$ cat src/rtl/ysyx_22060042_pkg.sv
// Shared types for the sriz multi-cycle sequencer: FSM states, halt causes
// and the sequential PC step.
package ysyx_22060042_pkg;

  typedef enum logic [2:0] {
    BOOT,
    FETCH,
    DECODE,
    EXEC,
    MEM,
    WB,
    HALT
  } seq_state_e;

  typedef enum logic [1:0] {
    CAUSE_EBREAK        = 2'd0,
    CAUSE_ILLEGAL       = 2'd1,
    CAUSE_MISALIGN      = 2'd2,
    CAUSE_FETCH_TIMEOUT = 2'd3
  } halt_cause_e;

  localparam int unsigned INST_BYTES = 4;

  // Fall-through PC; wraps silently at 2^32.
  function automatic logic [31:0] next_seq_pc(input logic [31:0] cur_pc);
    return cur_pc + 32'(INST_BYTES);
  endfunction

endpackage

$ cat src/rtl/ysyx_22060042_fetch_wdt.sv
// Fetch watchdog: counts FETCH cycles without an accepted response and flags
// the last allowed cycle; also marks the first cycle of a fetch.
module ysyx_22060042_fetch_wdt #(
  parameter int unsigned FETCH_TIMEOUT = 256
) (
  input  logic clk,
  input  logic rst,
  input  logic clr_i,
  input  logic en_i,
  output logic first_o,
  output logic expired_o
);

  localparam int unsigned CNT_W = $clog2(FETCH_TIMEOUT);
  localparam logic [CNT_W-1:0] LAST = CNT_W'(FETCH_TIMEOUT - 1);

  logic [CNT_W-1:0] cnt_q, cnt_d;

  always_comb begin
    cnt_d = cnt_q;
    if (clr_i) begin
      cnt_d = '0;
    end else if (en_i) begin
      cnt_d = cnt_q + CNT_W'(1);
    end
  end

  always_ff @(posedge clk or posedge rst) begin
    if (rst) begin
      cnt_q <= '0;
    end else begin
      cnt_q <= cnt_d;
    end
  end

  // Count 0 means the request rose this cycle, so no response is accepted yet.
  assign first_o   = (cnt_q == '0);
  assign expired_o = (cnt_q == LAST);

endmodule

$ cat src/rtl/ysyx_22060042_seq_ctrl.sv
// Multi-cycle sequencer for the sriz core: owns PC/IR and walks each
// instruction through FETCH, DECODE, EXEC, optional MEM, and WB.
module ysyx_22060042_seq_ctrl
  import ysyx_22060042_pkg::*;
#(
  parameter logic [31:0] RESET_PC      = 32'h8000_0000,
  parameter int unsigned FETCH_TIMEOUT = 256
) (
  input  logic        clk,
  input  logic        rst,
  output logic        ifu_req_valid,
  output logic [31:0] ifu_req_addr,
  input  logic        ifu_resp_valid,
  input  logic [31:0] ifu_resp_inst,
  output logic [31:0] inst,
  output logic [31:0] pc,
  input  logic        dec_is_mem,
  input  logic        dec_rd_we,
  input  logic [4:0]  dec_rd,
  input  logic        dec_ebreak,
  input  logic        dec_illegal,
  output logic        exu_start,
  input  logic        exu_done,
  input  logic        exu_taken,
  input  logic [31:0] exu_target,
  output logic        lsu_req_valid,
  input  logic        lsu_resp_valid,
  output logic        rf_we,
  output logic        halted,
  output logic [1:0]  halt_cause,
  output logic [31:0] retired
);

  seq_state_e  state_q, state_d;
  halt_cause_e cause_q, cause_d;
  logic [31:0] pc_q, pc_d;
  logic [31:0] ir_q, ir_d;
  logic [31:0] retired_q, retired_d;
  logic [31:0] target_q, target_d;
  logic        taken_q, taken_d;
  logic        start_q, start_d;
  logic        we_q, we_d;

  logic        pc_aligned;
  logic        wdt_first;
  logic        wdt_expired;
  logic        fetch_accept;
  logic        wb_we;

  assign pc_aligned   = (pc_q[1:0] == 2'b00);
  assign fetch_accept = (state_q == FETCH) && pc_aligned && ifu_resp_valid && !wdt_first;
  assign wb_we        = dec_rd_we && (dec_rd != 5'd0);

  ysyx_22060042_fetch_wdt #(
    .FETCH_TIMEOUT (FETCH_TIMEOUT)
  ) u_fetch_wdt (
    .clk       (clk),
    .rst       (rst),
    .clr_i     (state_q != FETCH),
    .en_i      ((state_q == FETCH) && !fetch_accept),
    .first_o   (wdt_first),
    .expired_o (wdt_expired)
  );

  // start_d / we_d are registered so exu_start and rf_we decode from flops only.
  always_comb begin
    state_d   = state_q;
    cause_d   = cause_q;
    pc_d      = pc_q;
    ir_d      = ir_q;
    retired_d = retired_q;
    taken_d   = taken_q;
    target_d  = target_q;
    start_d   = 1'b0;
    we_d      = 1'b0;
    case (state_q)
      BOOT: begin
        state_d = FETCH;
      end
      FETCH: begin
        if (!pc_aligned) begin
          state_d = HALT;
          cause_d = CAUSE_MISALIGN;
        end else if (fetch_accept) begin
          ir_d    = ifu_resp_inst;
          state_d = DECODE;
        end else if (wdt_expired) begin
          state_d = HALT;
          cause_d = CAUSE_FETCH_TIMEOUT;
        end
      end
      DECODE: begin
        if (dec_illegal) begin
          state_d = HALT;
          cause_d = CAUSE_ILLEGAL;
        end else if (dec_ebreak) begin
          state_d   = HALT;
          cause_d   = CAUSE_EBREAK;
          retired_d = retired_q + 32'd1;
        end else begin
          state_d = EXEC;
          start_d = 1'b1;
        end
      end
      EXEC: begin
        if (exu_done) begin
          taken_d  = exu_taken;
          target_d = exu_target;
          if (dec_is_mem) begin
            state_d = MEM;
          end else begin
            state_d = WB;
            we_d    = wb_we;
          end
        end
      end
      MEM: begin
        if (lsu_resp_valid) begin
          state_d = WB;
          we_d    = wb_we;
        end
      end
      WB: begin
        pc_d      = taken_q ? target_q : next_seq_pc(pc_q);
        retired_d = retired_q + 32'd1;
        state_d   = FETCH;
      end
      HALT: begin
        state_d = HALT;
      end
      default: begin
        state_d = BOOT;
      end
    endcase
  end

  always_ff @(posedge clk or posedge rst) begin
    if (rst) begin
      state_q   <= BOOT;
      cause_q   <= CAUSE_EBREAK;
      pc_q      <= RESET_PC;
      ir_q      <= '0;
      retired_q <= '0;
      taken_q   <= 1'b0;
      start_q   <= 1'b0;
      we_q      <= 1'b0;
    end else begin
      state_q   <= state_d;
      cause_q   <= cause_d;
      pc_q      <= pc_d;
      ir_q      <= ir_d;
      retired_q <= retired_d;
      taken_q   <= taken_d;
      start_q   <= start_d;
      we_q      <= we_d;
    end
  end

  // Branch target is pure data: only meaningful once taken_q is set.
  always_ff @(posedge clk) begin
    target_q <= target_d;
  end

  assign ifu_req_valid = (state_q == FETCH) && pc_aligned;
  assign ifu_req_addr  = pc_q;
  assign inst          = ir_q;
  assign pc            = pc_q;
  assign exu_start     = start_q;
  assign lsu_req_valid = (state_q == MEM);
  assign rf_we         = we_q;
  assign halted        = (state_q == HALT);
  assign halt_cause    = cause_q;
  assign retired       = retired_q;

endmodule
$ cat config.mk
export PLATFORM = sky130hd
export DESIGN_NAME = ysyx_22060042_seq_ctrl
export DESIGN_NICKNAME = d
export VERILOG_FILES = /design/src/rtl/ysyx_22060042_pkg.sv /design/src/rtl/ysyx_22060042_fetch_wdt.sv /design/src/rtl/ysyx_22060042_seq_ctrl.sv
export SDC_FILE = /design/constraint.sdc
export NUM_CORES = 1
export LEC_CHECK = 0
export CORE_ASPECT_RATIO = 1.1
export CORE_UTILIZATION = 68
export CTS_CLUSTER_SIZE = 8
export DETAILED_ROUTE_END_ITERATION = 8
export DONT_BUFFER_PORTS = 1
export HOLD_SLACK_MARGIN = 0.08
export PLACE_DENSITY = 0.8
export SYNTH_ARGS = -nofsm -noshare
export SYNTH_HDL_FRONTEND = slang
export SYNTH_SLANG_ARGS = --single-unit
$ cat constraint.sdc
create_clock -name clk -period 9.6 [get_ports clk]
set_clock_uncertainty 0.15 [all_clocks]
set_input_delay 1.44 -clock clk [delete_from_list [all_inputs] [get_ports clk]]
set_output_delay 1.44 -clock clk [all_outputs]
set_load 0.1 [all_outputs]
==> key figures, run 1 <==
STA
  – Max-slew violations: 0
  – Worst-Margin Slew: around 1.1 ns
  – Final period utilization: about 42%
  – Sum Neg Setup Slack: 0 ns
  – Setup violators final: 0
  – Max Freq: between 200 and 250 MHz
  – Slew HR: between 20 and 30%
  – Crit path time final: 4.07 ns
  – Hold_ws: around 0.34 ns
  – Final Hold Viols: 0
  – RSZ-0062 raised after global routing: no

Critical path
  – Crit path launch type: flip-flop
  – Crit-path max FO: 12
  – CP Cell Sequence: or3b_1, nor3_4
  – Crit path capture type: output port
  – Slowest Stage Delay on Critical Path: approximately 0.86 ns
  – Top delay family on crit path: simple AND/OR/NAND/NOR gates
  – Slowest stage cell on the critical path: nor3_4
  – CP Buf/Inv Count: 0
  – Arr. time, crit path: between 2 and 2.5 ns
  – Crit Path Class: reg -> out
  – WP data required: ~8 ns

Placement
  – RePlAce Congestion: a little over 0.8
  – Dpl hpwl: 9.94 mm
  – Port-buffer cells: 0

Logic synthesis
  – Post-synth ARST share: about 78%
  – Area share of the largest cell type after synthesis: between 40 and 50%
  – XOR/XNOR Fraction of Synth Area: 3.96%
  – Largest family of logic cells by synthesized area: simple AND/OR/NAND/NOR gates
  – Mapped Area: 0.00685 mm²
  – Post-synth cell types: 54
  – Mux contribution to synthesized area: approximately 1.6%
  – Dominant synthesized flop cell: dfrtp_1
  – Warnings from Yosys: 0
  – Mean Syn Cell Area: between 9 and 10 µm²
  – Post-Syn Instances: about 690
  – Post-synthesis adder-cell area fraction: less than 1%
  – Post-Synth Simple-Gate Area: 22.9%
  – Seq/Total Area, Yosys: 55.0%
  – EDFF count, synth: 32
  – Yosys reg bits: 144
  – Synth Net Count: slightly below 800
  – Synth top area cells: dfrtp_1 (41%), edfxtp_1 (14%), nand2_1 (7.8%), buf_4 (3.8%), nand3_1 (3.7%)
  – Compound-gate portion of the synthesized area: 9.21%
  – Post-synth top area cell: dfrtp_1

Layout
  – Share of cells above drive strength 1: 12.4%
  – Area delta synth->final: 6.65%
  – Commonest cells after routing, fill and taps aside: nand2_1 (142), dfrtp_1 (80), nand3_1 (50)
  – Final #Nets: between 700 and 800
  – Most common cell after layout, fill and taps aside: nand2_1
  – Number of antenna diodes: 0

Detailed routing
  – Post-route ant nets: 0
  – Routed vias: 4990
  – TritonRoute pass-1 iters: 7
  – Via-per-instance ratio: 6.39
  – Drt total wl: 15.1 mm
  – Post-route DRC: 22
  – Routed len/inst: ~19 µm
  – First DRT Iteration DRCs: approximately 430

GRT
  – Global-route wire length before repair: ~24 mm
  – Vias in the first global route: slightly below 5000
  – Grt total ovfl: 0
  – Initial antenna violation count: 0
  – Overall Global Routing Usage: roughly 29%
  – Largest net degree at the start of global routing: slightly above 60

Clock tree
  – Maximum level of the CTS H-tree: 4
  – Inserted Clock Buffers: 17
  – Reg clk slew, reported paths: 0.06 ns
  – Max Root-Sink Buffers: 2
  – Post-CTS Hold Fix Bufs: 0
  – Post-CTS Setup Inserts: 0
  – Root buffer cell: clkbuf_8
  – CTS tree: yes
  – CTS Sinks: between 100 and 150
  – Worst skew pair latency: 0.53 ns
  – CTS resizes: 0

Hold path
  – Worst hold path class: reg -> reg

Floorplanning
  – Io pins: 214
  – Core ar.: approximately 0.0098 mm²
  – Die X: between 90 and 100 µm
  – Starting utilization of the core area: approximately 70%
  – Rows: 38
  – Die ar.: between 0.01 and 0.015 mm²
  – Die Height: 107 µm

Run
  – Max_cap viols: 0

Status
  – Outcome: complete, but fails checks
  – Failing checks: DRC
-- through the flow --
| step | setup WS [ns] | instance area [µm²] | std cells | util (%) |
|---|---|---|---|---|
| floorplan | 5.05 | 6850 | 688 | - |
| global placement | 5.96 | 6750 | 749 | 68.6 |
| detailed placement | 5.86 | 6750 | 749 | 68.6 |
| CTS | 5.53 | 7300 | 781 | 74.2 |
| global route | 5.45 | 7300 | 781 | 74.2 |
| finish | 5.53 | 7300 | 781 | 74.2 |
-- per-layer routing --
layer,GRT usage [%],up-vias,routed length (µm)
met4,12.1,0,327
met1,34.1,2431,5850
met3,10.7,31,1260
met5,0,-,0
li1,-,2316,-
met2,48.8,212,7690
-- sequential cells by signal, indices dropped and copies added (netlist names) --
register and cells:
inst 32, exu_start 1, retired 32, ifu_req_addr 32, u_fetch_wdt.cnt_q 8, taken_q 1, halt_cause 2, state_q 3
rf_we 1, target_q 32
-- worst min-delay path: cells and delay by family (launching register included) --
kind	cells	cell delay, ns
flip-flops	1	0.32
AND/OR/NAND/NOR	2	0.14
-- final cells by class --
cell class	count	area, µm²
Fill cell	664	2540
Timing Repair Buffer	10	110
Tap cell	120	150
Clock buffer	25	507
Clock inverter	7	46.3
Inverter	12	47.5
Sequential cell	144	3800
Multi-Input combinational cell	463	2640
-- kinds of logic (layout without fill, tap and decap cells) --
family / after synthesis / after routing
AO/OA/AOI/OAI: 99 / 99
flip-flops: 144 / 144
buffers and inverters: 81 / 54
AND/OR/NAND/NOR: 319 / 319
multiplexers: 10 / 10
adder cells (fa/ha/maj): 4 / 4
XOR/XNOR: 31 / 31
-- cells in the mapped netlist, drive strengths merged, types with 4 or more instances --
cell type  number
or4             6
ha              4
mux2i           4
and3           25
a31oi           5
nand2         142
and4           10
a2bb2oi         5
edfxtp         32
nor2b           5
nor2           24
and2            6
xor2            5
nor4            4
nor3b           7
buf            49
o21ai          33
clkbuf         20
inv            12
nand4          17
nand3          50
o31ai           4
a21oi          26
nor3           12
o22ai           4
dfrtp         111
xnor2          26
mux2            6
-- worst paths after layout --
check                        startpoint          endpoint  cells past startpoint  slack, ns
min reg2reg                target_q[27]  ifu_req_addr[27]                      2       0.34
max                          state_q[0]     ifu_req_valid                      2       5.53
max reg2reg                  state_q[0]        state_q[0]                      6       5.79
max in group asynchronous           rst  ifu_req_addr[16]                      2       7.29
min in group asynchronous           rst          inst[30]                      1       0.72
min                        target_q[27]  ifu_req_addr[27]                      2       0.34
Power of run 1 is left out: the tool's default activity adds up to more than one toggle a clock period on the data nets, which glitch-free logic cannot reach.
==> inputs of run 2 (changes only) <==
- CORE_UTILIZATION: 68 -> 57
- PLACE_DENSITY: 0.8 -> 0.71
- clock period: 9.6 -> 3.6 ns (I/O delays scaled with it)
==> run 2 against run 1 <==
  * The flow now finishes without violations
  * Core utilization decreased by 2.9 points
  * First-iteration DRC count decreased by 16%
  * Final cell count increased by 18%
  * Register-to-register slack got worse by 4.9 ns
  * Sequential cell count unchanged
==> key figures, run 2 (synthesized netlist as in run 1, its figures left out) <==
Floorplanning
  – Die X: 107 µm
  – Io pins: 214
  – Die ar.: 0.0125 mm²
  – Starting utilization of the core area: around 60%
  – Rows: 41
  – Core ar.: 0.0116 mm²
  – Die Height: 117 µm

Hold path
  – Worst hold path class: in -> reg
  – Worst hold path depth: 2
  – Source of the worst hold timing path: ifu_resp_inst[4]
  – Hold Path End: inst[4]

Clock tree
  – CTS tree: yes
  – Inserted Clock Buffers: 17
  – Maximum level of the CTS H-tree: 4
  – Worst skew pair latency: 0.41 ns
  – Max Root-Sink Buffers: 2
  – CTS Sinks: between 100 and 150
  – CTS resizes: 0
  – Root buffer cell: clkbuf_16
  – Reg clk slew, reported paths: approximately 0.05 ns

STA
  – Sum Neg Setup Slack: 0 ns
  – Setup violators final: 0
  – Final period utilization: roughly three quarters
  – Max Freq: roughly 360 MHz
  – Slew HR: approximately 30%
  – Worst-Margin Slew: roughly 1.1 ns
  – Final Hold Viols: 0
  – Crit path time final: between 2 and 3 ns
  – RSZ-0062 raised after global routing: no
  – Max-slew violations: 0

GRT
  – Grt total ovfl: 0
  – Global-route wire length before repair: roughly 26 mm
  – Vias in the first global route: 5135
  – Largest net degree at the start of global routing: between 60 and 70
  – Overall Global Routing Usage: between 20% and 30%
  – Initial antenna violation count: 0

Layout
  – Number of antenna diodes: 0
  – Most common cell after layout, fill and taps aside: nand2_1
  – FILL cells: around 860
  – Area delta synth->final: 20.8%
  – Share of cells above drive strength 1: between 15 and 20%
  – Final #Nets: about 840
  – Commonest cells after routing, fill and taps aside: nand2_1 (142), dfrtp_1 (80), buf_4 (68)

Detailed routing
  – Via-per-instance ratio: a little under 6
  – Post-route DRC: 0
  – Routed vias: between 5000 and 6000
  – Post-route ant nets: 0
  – First DRT Iteration DRCs: between 300 and 400
  – TritonRoute pass-1 iters: 5
  – Routed len/inst: around 18 µm
  – Drt total wl: 16.8 mm

Placement
  – RePlAce Congestion: around 0.84
  – Port-buffer cells: 0
  – Dpl hpwl: approximately 11 mm

Critical path
  – Crit path launch type: flip-flop
  – End of the worst register-to-register path: inst[24]
  – Crit-path max FO: 12
  – Slowest Stage Delay on Critical Path: 0.56 ns
  – WP data required: roughly 2.9 ns
  – Crit path capture type: output port
  – CP Cell Sequence: or3b_1, nor3_4, buf_4
  – Worst Reg-to-Reg Cells: 6
  – Arr. time, crit path: around 2.1 ns
  – Reg-to-reg slack, setup: 0.89 ns
  – Slowest stage cell on the critical path: dfrtp_1
  – FF-to-FF Start: state_q[0]
  – Crit Path Class: reg -> out

Run
  – Max_cap viols: 0

Status
  – Outcome: complete, no violations
[run 2: changes by cell type in the layout (fill, tap and decap cells not counted), moves of 2 or more]
cell	previous run	this run
dlygate4sd3_1	0	51
inv_4	2	0
clkbuf_1	4	6
buf_4	8	68
[run 2: what timing repair did]
item / in CTS / in global routing
hold endpoints to repair: 79 / 0
hold buffers: 51 / 0
buffers inserted: 0 / 0
[run 2: how the worst max path moves through the flow]
stage                     from             to  slack (ns)
detailed placement  state_q[0]       inst[31]        0.94
global route        state_q[0]       inst[16]        0.71
finish              state_q[0]  ifu_req_valid        0.85
global placement    state_q[0]       inst[13]        1.07
floorplan           state_q[0]  lsu_req_valid        0.14
CTS                 state_q[0]  ifu_req_valid        0.82
[run 2: per-layer routing]
metal | wire length [µm] | global-route usage [%] | share of wire (%)
met5 | 0 | 0 | 0
met4 | 286 | 8.95 | 1.7
met3 | 1170 | 9.63 | 7.0
met2 | 8700 | 46.5 | 52
met1 | 6630 | 31.9 | 39
[run 2: critical path: cells and delay by family, from the launching register on]
kind                   cells  cell delay, ns
AND/OR/NAND/NOR            2            0.77
flip-flops                 1            0.56
buffers and inverters      1            0.33
[run 2: area by class of cell]
class / count / area [µm²] / area share [%]
Timing Repair Buffer: 122 / 1090 / 13.2
Tap cell: 150 / 188 / 2.27
Multi-Input combinational cell: 463 / 2640 / 31.9
Clock inverter: 2 / 10.0 / 0.121
Sequential cell: 144 / 3800 / 46.0
Clock buffer: 26 / 489 / 5.92
Inverter: 12 / 48.8 / 0.590
[run 2: through the flow]
| stage | hold WS [ns] | setup WS (ns) | cell area, µm² | util [%] | cells |
|---|---|---|---|---|---|
| 2_1_floorplan | 0.303 | 0.138 | 6850 | - | 688 |
| 3_3_place_gp | 0.310 | 1.07 | 7260 | 62.6 | 840 |
| 3_5_place_dp | 0.320 | 0.938 | 7260 | 62.6 | 840 |
| 4_1_cts | 0.0814 | 0.825 | 8270 | 71.3 | 919 |
| 5_1_grt | 0.0893 | 0.714 | 8270 | 71.3 | 919 |
| 6_report | 0.0931 | 0.846 | 8270 | 71.3 | 919 |
Power of run 2 is left out for the same reason.
==> inputs of run 3 (changes only) <==
- clock period: 3.6 -> 2.3 ns (I/O delays scaled with it)
==> run 3 against run 2 <==
  * First-iteration DRC count increased by 19%
  * Clock-buffer cell count down 5
  * Sequential share of layout area down 4.1 points
  * Setup slack lost 0.78 ns
  * Routed wire length up 14%
  * Critical path depth did not move
  * Hold slack improved by 0.012 ns
  * Final cell count rose by 9.2%
  * Non-clock buffer count rose by 80
  * Final area increased by 10%
  * Largest cell class unchanged
  * Highest routed layer unchanged
==> key figures, run 3 (synthesized netlist as in run 1, its figures left out) <==
Status
  – Outcome: complete, no violations

Critical path
  – Crit Path Class: reg -> out
  – WP data required: between 1.5 and 2 ns
  – Crit path capture type: output port
  – Reg-to-reg slack, setup: about 0.1 ns
  – Arr. time, crit path: about 1.7 ns
  – Crit-path max FO: 11
  – Crit path launch type: flip-flop

Clock tree
  – Maximum level of the CTS H-tree: 4
  – Max Root-Sink Buffers: 2
  – Reg clk slew, reported paths: roughly 0.06 ns
  – Root buffer cell: clkbuf_16
  – CTS Sinks: approximately 140
  – CTS tree: yes
  – Inserted Clock Buffers: 17
  – Worst skew pair latency: 0.42 ns

GRT
  – Vias in the first global route: about 6000
  – Overall Global Routing Usage: a little under a third
  – Grt total ovfl: 0
  – Largest net degree at the start of global routing: roughly 110
  – Initial antenna violation count: 1
  – Global-route wire length before repair: 29.9 mm

STA
  – Setup violators final: 0
  – Worst-Margin Slew: 0.921 ns
  – Slew HR: a little under 40%
  – Crit path time final: about 2.2 ns
  – Final Hold Viols: 0
  – Final period utilization: 97.2%
  – Max-slew violations: 0
  – RSZ-0062 raised after global routing: no
  – Max Freq: around 450 MHz
  – Hold_ws: between 0.1 and 0.15 ns

Layout
  – Commonest cells after routing, fill and taps aside: nand2_1 (142), buf_4 (122), dlygate4sd3_1 (74)
  – Share of cells above drive strength 1: 26.5%
  – Area delta synth->final: 33.1%
  – Most common cell after layout, fill and taps aside: nand2_1
  – Final #Nets: 923
  – FILL cells: between 600 and 700

Placement
  – Dpl hpwl: ~12 mm
  – RePlAce Congestion: roughly 0.88
  – Port-buffer cells: 0

Floorplanning
  – Core ar.: 0.0116 mm²
  – Rows: 41
  – Starting utilization of the core area: 59.1%
  – Die Height: between 100 and 150 µm
  – Die ar.: 0.0125 mm²
  – Io pins: 214
  – Die X: 107 µm

Detailed routing
  – Drt total wl: between 15 and 20 mm
  – Routed vias: approximately 5900
  – Post-route ant nets: 0
  – Post-route DRC: 0
  – First DRT Iteration DRCs: 427
  – Via-per-instance ratio: ~6
  – Routed len/inst: 19.0 µm
  – TritonRoute pass-1 iters: 6

Run
  – Max_cap viols: 0

Hold path
  – Worst hold path class: in -> reg
==> run 3: cell count changes in the layout (fill, tap and decap cells not counted), moves of 4 or more <==
cell / change
buf_12: +4
o21ai_0: -7
buf_4: +54
clkbuf_1: -4
o21ai_1: +7
dfrtp_2: +16
dfrtp_1: -16
dlygate4sd3_1: +23
==> run 3: what timing repair did <==
action / 4_1_cts / 5_1_grt
pin swaps: 1 / 0
buffers inserted: 1 / 0
resized for setup: 3 / 6
endpoints found under the setup margin: 1 / 18
hold buffers: 74 / 0
cloned: 0 / 0
hold endpoints to repair: 183 / 0
==> run 3: path summary, 6_finish.rpt <==
path	startpoint	to	cells after the start
worst min-delay path	exu_done	state_q[2]	3
max in group asynchronous	rst	ifu_req_addr[6]	3
worst min register to register	target_q[1]	ifu_req_addr[1]	1
worst max-delay path	state_q[2]	ifu_req_valid	3
min in group asynchronous	rst	retired[7]	3
worst max register to register	state_q[2]	u_fetch_wdt.cnt_q[6]	7
==> run 3: critical path, stage by stage (launching register included) <==
cell,delay (ns)
dfrtp_2,0.46
or3b_1,0.43
nor3_4,0.21
buf_12,0.21
==> run 3: layout make-up <==
class / instances / area [µm²] / area share [%]
Inverter: 12 / 48.8 / 0.535
Timing Repair Buffer: 202 / 1770 / 19.4
Clock buffer: 21 / 472 / 5.17
Antenna cell: 1 / 2.50 / 0.0274
Sequential cell: 144 / 3820 / 41.9
Multi-Input combinational cell: 463 / 2690 / 29.5
Clock inverter: 11 / 126 / 1.39
Tap cell: 150 / 188 / 2.06
==> run 3: metrics by stage <==
step	setup TNS (ns)	instance area [µm²]	util (%)	cells	worst slack, ns
5_1_grt	0	9110	78.6	1003	0.00540
6_report	0	9120	78.6	1004	0.0651
2_1_floorplan	-20.10	6960	-	688	-0.622
3_5_place_dp	0	7740	66.8	896	0.0802
3_3_place_gp	0	7740	66.8	896	0.148
4_1_cts	0	9100	78.5	1003	0.0343
==> run 3: metal layers <==
metal	wire, µm	GRT usage (%)	share of wire [%]	vias up
met4	603	15.7	3.2	0
li1	-	-	-	2701
met1	6980	34.1	37	2886
met2	9870	56.4	52	317
met3	1670	8.19	8.7	44
met5	0	0	0	-
Power of run 3 is left out for the same reason.
